[config.mk]
export PLATFORM = sky130hd
export DESIGN_NAME = ahblite_microcode_ctrl
export DESIGN_NICKNAME = d
export VERILOG_FILES = /design/src/rtl/ahblite_microcode_ctrl.sv
export SDC_FILE = /design/constraint.sdc
export NUM_CORES = 1
export LEC_CHECK = 0
export CORE_ASPECT_RATIO = 1.2
export CORE_UTILIZATION = 25
export DETAILED_ROUTE_END_ITERATION = 8
export PLACE_DENSITY = 0.5
export SETUP_SLACK_MARGIN = 0.4
export SLEW_MARGIN = 20
export SYNTH_ARGS = -nofsm -noshare
export SYNTH_HDL_FRONTEND = slang
export SYNTH_SLANG_ARGS = --single-unit
[constraint.sdc]
create_clock -name HCLK -period 2.9 [get_ports HCLK]
set_input_delay 0.87 -clock HCLK [delete_from_list [all_inputs] [get_ports HCLK]]
set_output_delay 0.87 -clock HCLK [all_outputs]
set_load 0.1 [all_outputs]
[src/rtl/ahblite_microcode_ctrl.sv]
// AHB-Lite register slave plus microcode sequencer.
// The bus side exposes START/END/CTRL and a synchronised GPIO input readback.
// The sequencer walks microcode words START..END. Each word drives a GPIO
// pattern and holds it for a number of cycles given in the word.
module ahblite_microcode_ctrl #(
    parameter int unsigned ADDR_W = 8,
    parameter int unsigned GPIO_W = 16
) (
    input  logic              HCLK,
    input  logic              HRESETn,
    input  logic              HSEL,
    input  logic [31:0]       HADDR,
    input  logic [1:0]        HTRANS,
    input  logic [2:0]        HSIZE,
    input  logic [3:0]        HPROT,
    input  logic              HWRITE,
    input  logic [31:0]       HWDATA,
    input  logic              HREADY,
    output logic              HREADYOUT,
    output logic [31:0]       HRDATA,
    output logic              HRESP,
    output logic [ADDR_W-1:0] ucode_addr,
    input  logic [31:0]       ucode_rdata,
    input  logic [GPIO_W-1:0] gpio_in,
    output logic [GPIO_W-1:0] gpio_out,
    output logic              busy,
    output logic              done
);

    typedef enum logic [2:0] {
        S_IDLE,
        S_FETCH,
        S_LOAD,
        S_HOLD,
        S_NEXT
    } state_t;

    state_t state, state_nxt;

    // Data-phase latch
    logic       dp_valid;
    logic       dp_write;
    logic [1:0] dp_offset;

    // Programmer-visible registers
    logic [ADDR_W-1:0] start_addr;
    logic [ADDR_W-1:0] end_addr;
    logic              run_en;
    logic              loop_en;
    logic [GPIO_W-1:0] gpio_sync1;
    logic [GPIO_W-1:0] gpio_sync2;

    // Sequencer datapath
    logic [ADDR_W-1:0] pc;
    logic [15:0]       cnt;
    logic [GPIO_W-1:0] gpio_reg;

    // Strobes from the next-state logic
    logic accept;
    logic bus_wr;
    logic ctrl_wr;
    logic pc_load_start;
    logic pc_inc;
    logic load_word;
    logic run_done;

    logic unused_bits;

    assign HREADYOUT  = 1'b1;
    assign HRESP      = 1'b0;
    assign busy       = (state != S_IDLE);
    assign ucode_addr = pc;
    assign gpio_out   = gpio_reg;

    assign accept  = HSEL & HREADY & HTRANS[1];
    assign bus_wr  = dp_valid & dp_write;
    assign ctrl_wr = bus_wr & (dp_offset == 2'd2);

    assign unused_bits = ^{HTRANS[0], HSIZE, HPROT, HADDR[31:4], HADDR[1:0],
                           HWDATA[31:8], ucode_rdata};

    // Capture the address phase; valid drops whenever no transfer is accepted
    always_ff @(posedge HCLK or negedge HRESETn) begin
        if (!HRESETn) begin
            dp_valid  <= 1'b0;
            dp_write  <= 1'b0;
            dp_offset <= 2'd0;
        end else begin
            dp_valid <= accept;
            if (accept) begin
                dp_write  <= HWRITE;
                dp_offset <= HADDR[3:2];
            end
        end
    end

    // START/END register writes and GPIO input double-flop
    always_ff @(posedge HCLK or negedge HRESETn) begin
        if (!HRESETn) begin
            start_addr <= '0;
            end_addr   <= '0;
            gpio_sync1 <= '0;
            gpio_sync2 <= '0;
        end else begin
            gpio_sync1 <= gpio_in;
            gpio_sync2 <= gpio_sync1;
            if (bus_wr && dp_offset == 2'd0) begin
                start_addr <= HWDATA[ADDR_W-1:0];
            end
            if (bus_wr && dp_offset == 2'd1) begin
                end_addr <= HWDATA[ADDR_W-1:0];
            end
        end
    end

    // Combinational read mux driven by the latched offset
    always_comb begin
        HRDATA = '0;
        if (dp_valid && !dp_write) begin
            case (dp_offset)
                2'd0:    HRDATA = 32'(start_addr);
                2'd1:    HRDATA = 32'(end_addr);
                2'd2:    HRDATA = {23'd0, busy, 6'd0, loop_en, run_en};
                default: HRDATA = 32'(gpio_sync2);
            endcase
        end
    end

    // Sequencer state register
    always_ff @(posedge HCLK or negedge HRESETn) begin
        if (!HRESETn) begin
            state <= S_IDLE;
        end else begin
            state <= state_nxt;
        end
    end

    // Sequencer next-state and datapath strobes
    always_comb begin
        state_nxt     = state;
        pc_load_start = 1'b0;
        pc_inc        = 1'b0;
        load_word     = 1'b0;
        run_done      = 1'b0;
        case (state)
            S_IDLE: begin
                if (ctrl_wr && HWDATA[0]) begin
                    state_nxt     = S_FETCH;
                    pc_load_start = 1'b1;
                end
            end
            S_FETCH: state_nxt = S_LOAD;
            S_LOAD: begin
                load_word = 1'b1;
                state_nxt = (ucode_rdata[31:16] == 16'd0) ? S_NEXT : S_HOLD;
            end
            S_HOLD: begin
                if (cnt == 16'd1) begin
                    state_nxt = S_NEXT;
                end
            end
            S_NEXT: begin
                if (pc == end_addr) begin
                    if (loop_en) begin
                        state_nxt     = S_FETCH;
                        pc_load_start = 1'b1;
                    end else begin
                        state_nxt = S_IDLE;
                        run_done  = 1'b1;
                    end
                end else begin
                    state_nxt = S_FETCH;
                    pc_inc    = 1'b1;
                end
            end
            default: state_nxt = S_IDLE;
        endcase
        // Abort overrides the walk; a completion in the same cycle still reports done
        if (state != S_IDLE && ctrl_wr && !HWDATA[0]) begin
            state_nxt     = S_IDLE;
            pc_load_start = 1'b0;
            pc_inc        = 1'b0;
            load_word     = 1'b0;
        end
    end

    // Program counter, hold counter, output pattern, CTRL bits and done pulse
    always_ff @(posedge HCLK or negedge HRESETn) begin
        if (!HRESETn) begin
            pc       <= '0;
            cnt      <= '0;
            gpio_reg <= '0;
            run_en   <= 1'b0;
            loop_en  <= 1'b0;
            done     <= 1'b0;
        end else begin
            done <= run_done;
            if (pc_load_start) begin
                pc <= start_addr;
            end else if (pc_inc) begin
                pc <= pc + ADDR_W'(1);
            end
            if (load_word) begin
                gpio_reg <= ucode_rdata[GPIO_W-1:0];
                cnt      <= ucode_rdata[31:16];
            end else if (state == S_HOLD) begin
                cnt <= cnt - 16'd1;
            end
            if (ctrl_wr) begin
                run_en  <= HWDATA[0];
                loop_en <= HWDATA[1];
            end else if (run_done) begin
                run_en <= 1'b0;
            end
        end
    end

endmodule

==> flow_summary.toml <==
[outcome]
status = "finished clean"

[worst_setup_path]
reg2reg_to = "state[2]$_DFFE_PN0P_"
cp-start-kind = "flip-flop"
cpLargestDelayFamily = "flip-flops"
cp_num_cells = 5
arrival_worst_endpoint_ps = 1660
worstPathRequired_ps = 2030
worstSetupPathType = "reg -> out"
critical-path-slowest-cell = "dfrtp_2"
critical_path.endpoint_type = "output pin"
timing.critical_path.fanout_max = 6
critPathBufInv = 2
r2r-start = "cnt[6]$_DFFE_PN0P_"
r2r_cells = 5
critPathMaxStageDelay_ps = 420
worstPathCellList = "buf_6, mux2_4, a22oi_2, nor2_4, buf_12"
regToRegSetupSlack_ps = 500

[synth]
netlist-cell-type-count = 51
yosys_register_bits = 98
ys.warnings.count = 0
syn_avg_cell_area_sq_um = 10.7
yosysSeqAreaShare_pct = 55.6
post_synth_instance_area_sq_mm = 0.00441
number_of_enable_flip_flop_cells_after_synthesis = 0
ys_async_sr_fraction_pct = 100
synth_top_flop_cell = "dfrtp_1"
synthCells = 411

[timing]
period_minus_slack_ps = 2530
layout_worst_path_cycle_share_pct = 87.3
endpoints_failing_hold = 0
clock_skew_ps = 9.63
relSlewSlack_pct = 56.6
achievable-frequency_ghz = 0.395
timing_max_transition_violations_final = 0
tightestPinTransition_ps = 651
rsz0062_at_grt = "true"
setup_viol = 0
totalNegativeSetupSlack_ps = 0

[power_and_ir_drop]
power_switching_w = 0.00329
internal-power_w = 0.00350
swShare_pct = 48.5
ir_drop_mv = 0.614
powerDensity_mw_per_mm2 = 1070
share_seq_of_total_power_pct = 32.7
p_comb_share_pct = 48.5
power.clock.fraction_pct = 18.8
p_leak_nw = 2.70
total_power_w = 0.00679

[clock_network]
clk_transition_reported_paths_ps = 70
cts_max_path_buffers = 2
clkLatencyLatePin_ps = 350
cts_inserted_buffers = 9
cts.hold.buffers_added = 0
cts_root_buffer = "clkbuf_16"
tritoncts = "yes"
numClockSinks = 98
htreeDepth = 3

[hold_path]
worstHoldPathCells = 0
worst_hold_path.endpoint = "gpio_sync2[15]$_DFF_PN0_"
hold_crit_class = "reg -> reg"
hp-start = "gpio_sync1[15]$_DFF_PN0_"

[place]
port_buffer_cells = 105
place_inst = 729
gp_congestion = 0.764
dp.final_hpwl_um = 8250

[route]
drt_first_pass_iters = 4
avgViaCountPerCell = 4.65
routed_wire_length_per_instance_um = 15.2
route.vias.total = 3500
antenna_violating_nets_post_route = 0
drt_iter0_markers = 111
wl_um = 11400
post-route-drc-count = 0

[floorplan]
die_width_um = 123
die_area_sq_mm = 0.0182
io-pin-count = 186
floorplan.die.height_um = 148
starting_density_pct = 25.9
num_rows = 52
floorplan.core_area_sq_mm = 0.0170

[global_route]
grt_remaining_overflow = 0
globalRouteTotalUtil_pct = 13.0
grt_pass1_wl_um = 18200
grt_start_max_net_pins = 49
antenna_found_initial = 0
grt_pass1_vias = 3538

[final_layout]
drive_gt1_share_pct = 26.1
layout.core_utilization_pct = 37.3
post_layout_nonfiller_instances = 752
area_growth_pct = 44.3
layout_common_cells = "dfrtp_1, nand2_1, clkdlybuf4s50_1, buf_4, mux2_2"
antenna_cells = 0
finalNetCount = 660
layout_commonest_cell = "dfrtp_1"
final.fill_count = 1690

[run]
max_cap_viol_count = 0
## repair_timing
action / 4_1_cts / 5_1_grt
endpoints found under the setup margin: 17 / 16
buffers inserted: 6 / 1
resized for setup: 15 / 10
pin swaps: 3 / 8
gates cloned: 0 / 0
## per-layer routing
layer  wire (um)  track usage [%]
met1        4870             16.1
met2        5880             21.7
met3         548             3.05
met4         136             4.70
met5           0                0
## worst reg2reg max path, delay by kind of cell, from the launching register on
family	cells	cell delay, ps
DFF	1	450
and+or+nand+nor	4	1620
AOI/OAI and AO/OA	1	270
## per-stage QoR
step	instance area [sq um]	setup slack [ps]	hold WS, ps
3_5_place_dp	5900	218	335
2_1_floorplan	4550	155	331
3_3_place_gp	5900	221	332
4_1_cts	6320	354	351
5_1_grt	6370	314	359
6_report	6370	370	349
## sequential cells by signal, indices dropped and copies added (netlist names)
register and cells:
state 3, gpio_out 16, dp_valid 1, dp_offset 2
gpio_sync1 16, dp_write 1, end_addr 8, run_en 1
start_addr 8, ucode_addr 8, cnt 16, done 1
gpio_sync2 16, loop_en 1
## power by group through the flow
stage	clock network [W]	registers (W)	logic, W
after global routing	0.00136	0.00229	0.00350
after CTS	0.00131	0.00222	0.00327
final	0.00128	0.00222	0.00329
after detailed placement	0	0.00224	0.00319
after floorplan	0	0.00324	0.00134
after global placement	0	0.00222	0.00314
## cells in the mapped netlist, types with 4 or more instances
library cell | n | area share [%]
dfrtp_1 | 98 | 56
nand2_1 | 76 | 6.5
mux2_2 | 24 | 6.1
buf_4 | 18 | 3.1
nor2_1 | 18 | 1.5
o21ai_0 | 18 | 2.0
a21oi_1 | 15 | 1.7
nor4_1 | 10 | 1.4
xnor2_1 | 10 | 2.0
nand3_1 | 9 | 1.0
and2_1 | 8 | 1.1
clkbuf_1 | 8 | 0.68
inv_1 | 7 | 0.60
or3_1 | 7 | 0.99
a22oi_1 | 6 | 1.0
o211ai_1 | 6 | 1.0
a221o_1 | 5 | 1.1
nor3_1 | 5 | 0.57
nand4_1 | 4 | 0.57
o311ai_0 | 4 | 0.79
## worst max-delay path by stage
stage / startpoint / endpoint / slack (ps)
2_1_floorplan: dp_write$_DFFE_PN0P_ / HRDATA[8] / 160
3_3_place_gp: HWDATA[0] / cnt[13]$_DFFE_PN0P_ / 220
3_5_place_dp: HWDATA[0] / cnt[13]$_DFFE_PN0P_ / 220
4_1_cts: dp_offset[1]$_DFFE_PN0P_ / HRDATA[0] / 350
5_1_grt: dp_offset[0]$_DFFE_PN0P_ / HRDATA[5] / 310
6_report: dp_offset[1]$_DFFE_PN0P_ / HRDATA[7] / 370
## cell type report
class	count	area [sq um]	area share [%]
tap	216	270	4.25
multi-input combinational	290	1970	30.9
timing repair buffer	125	1330	20.8
sequential	98	2450	38.6
clock inverter	7	96.3	1.51
inverter	7	26.3	0.413
clock buffer	9	225	3.54
## cell families (layout without fill, tap and decap cells)
kind of cell,count (synthesis),in the layout,share of synthesized area (%)
other,2,18,0.170
AND/OR/NAND/NOR,162,162,18.3
AO/OA/AOI/OAI,71,71,11.0
buffers and inverters,39,148,4.93
flip-flops,98,98,55.6
adder cells (fa/ha/maj),3,3,0.851
XOR/XNOR,10,10,1.98
multiplexers,26,26,7.14
Note: power is estimated with default switching activity, not from simulation.
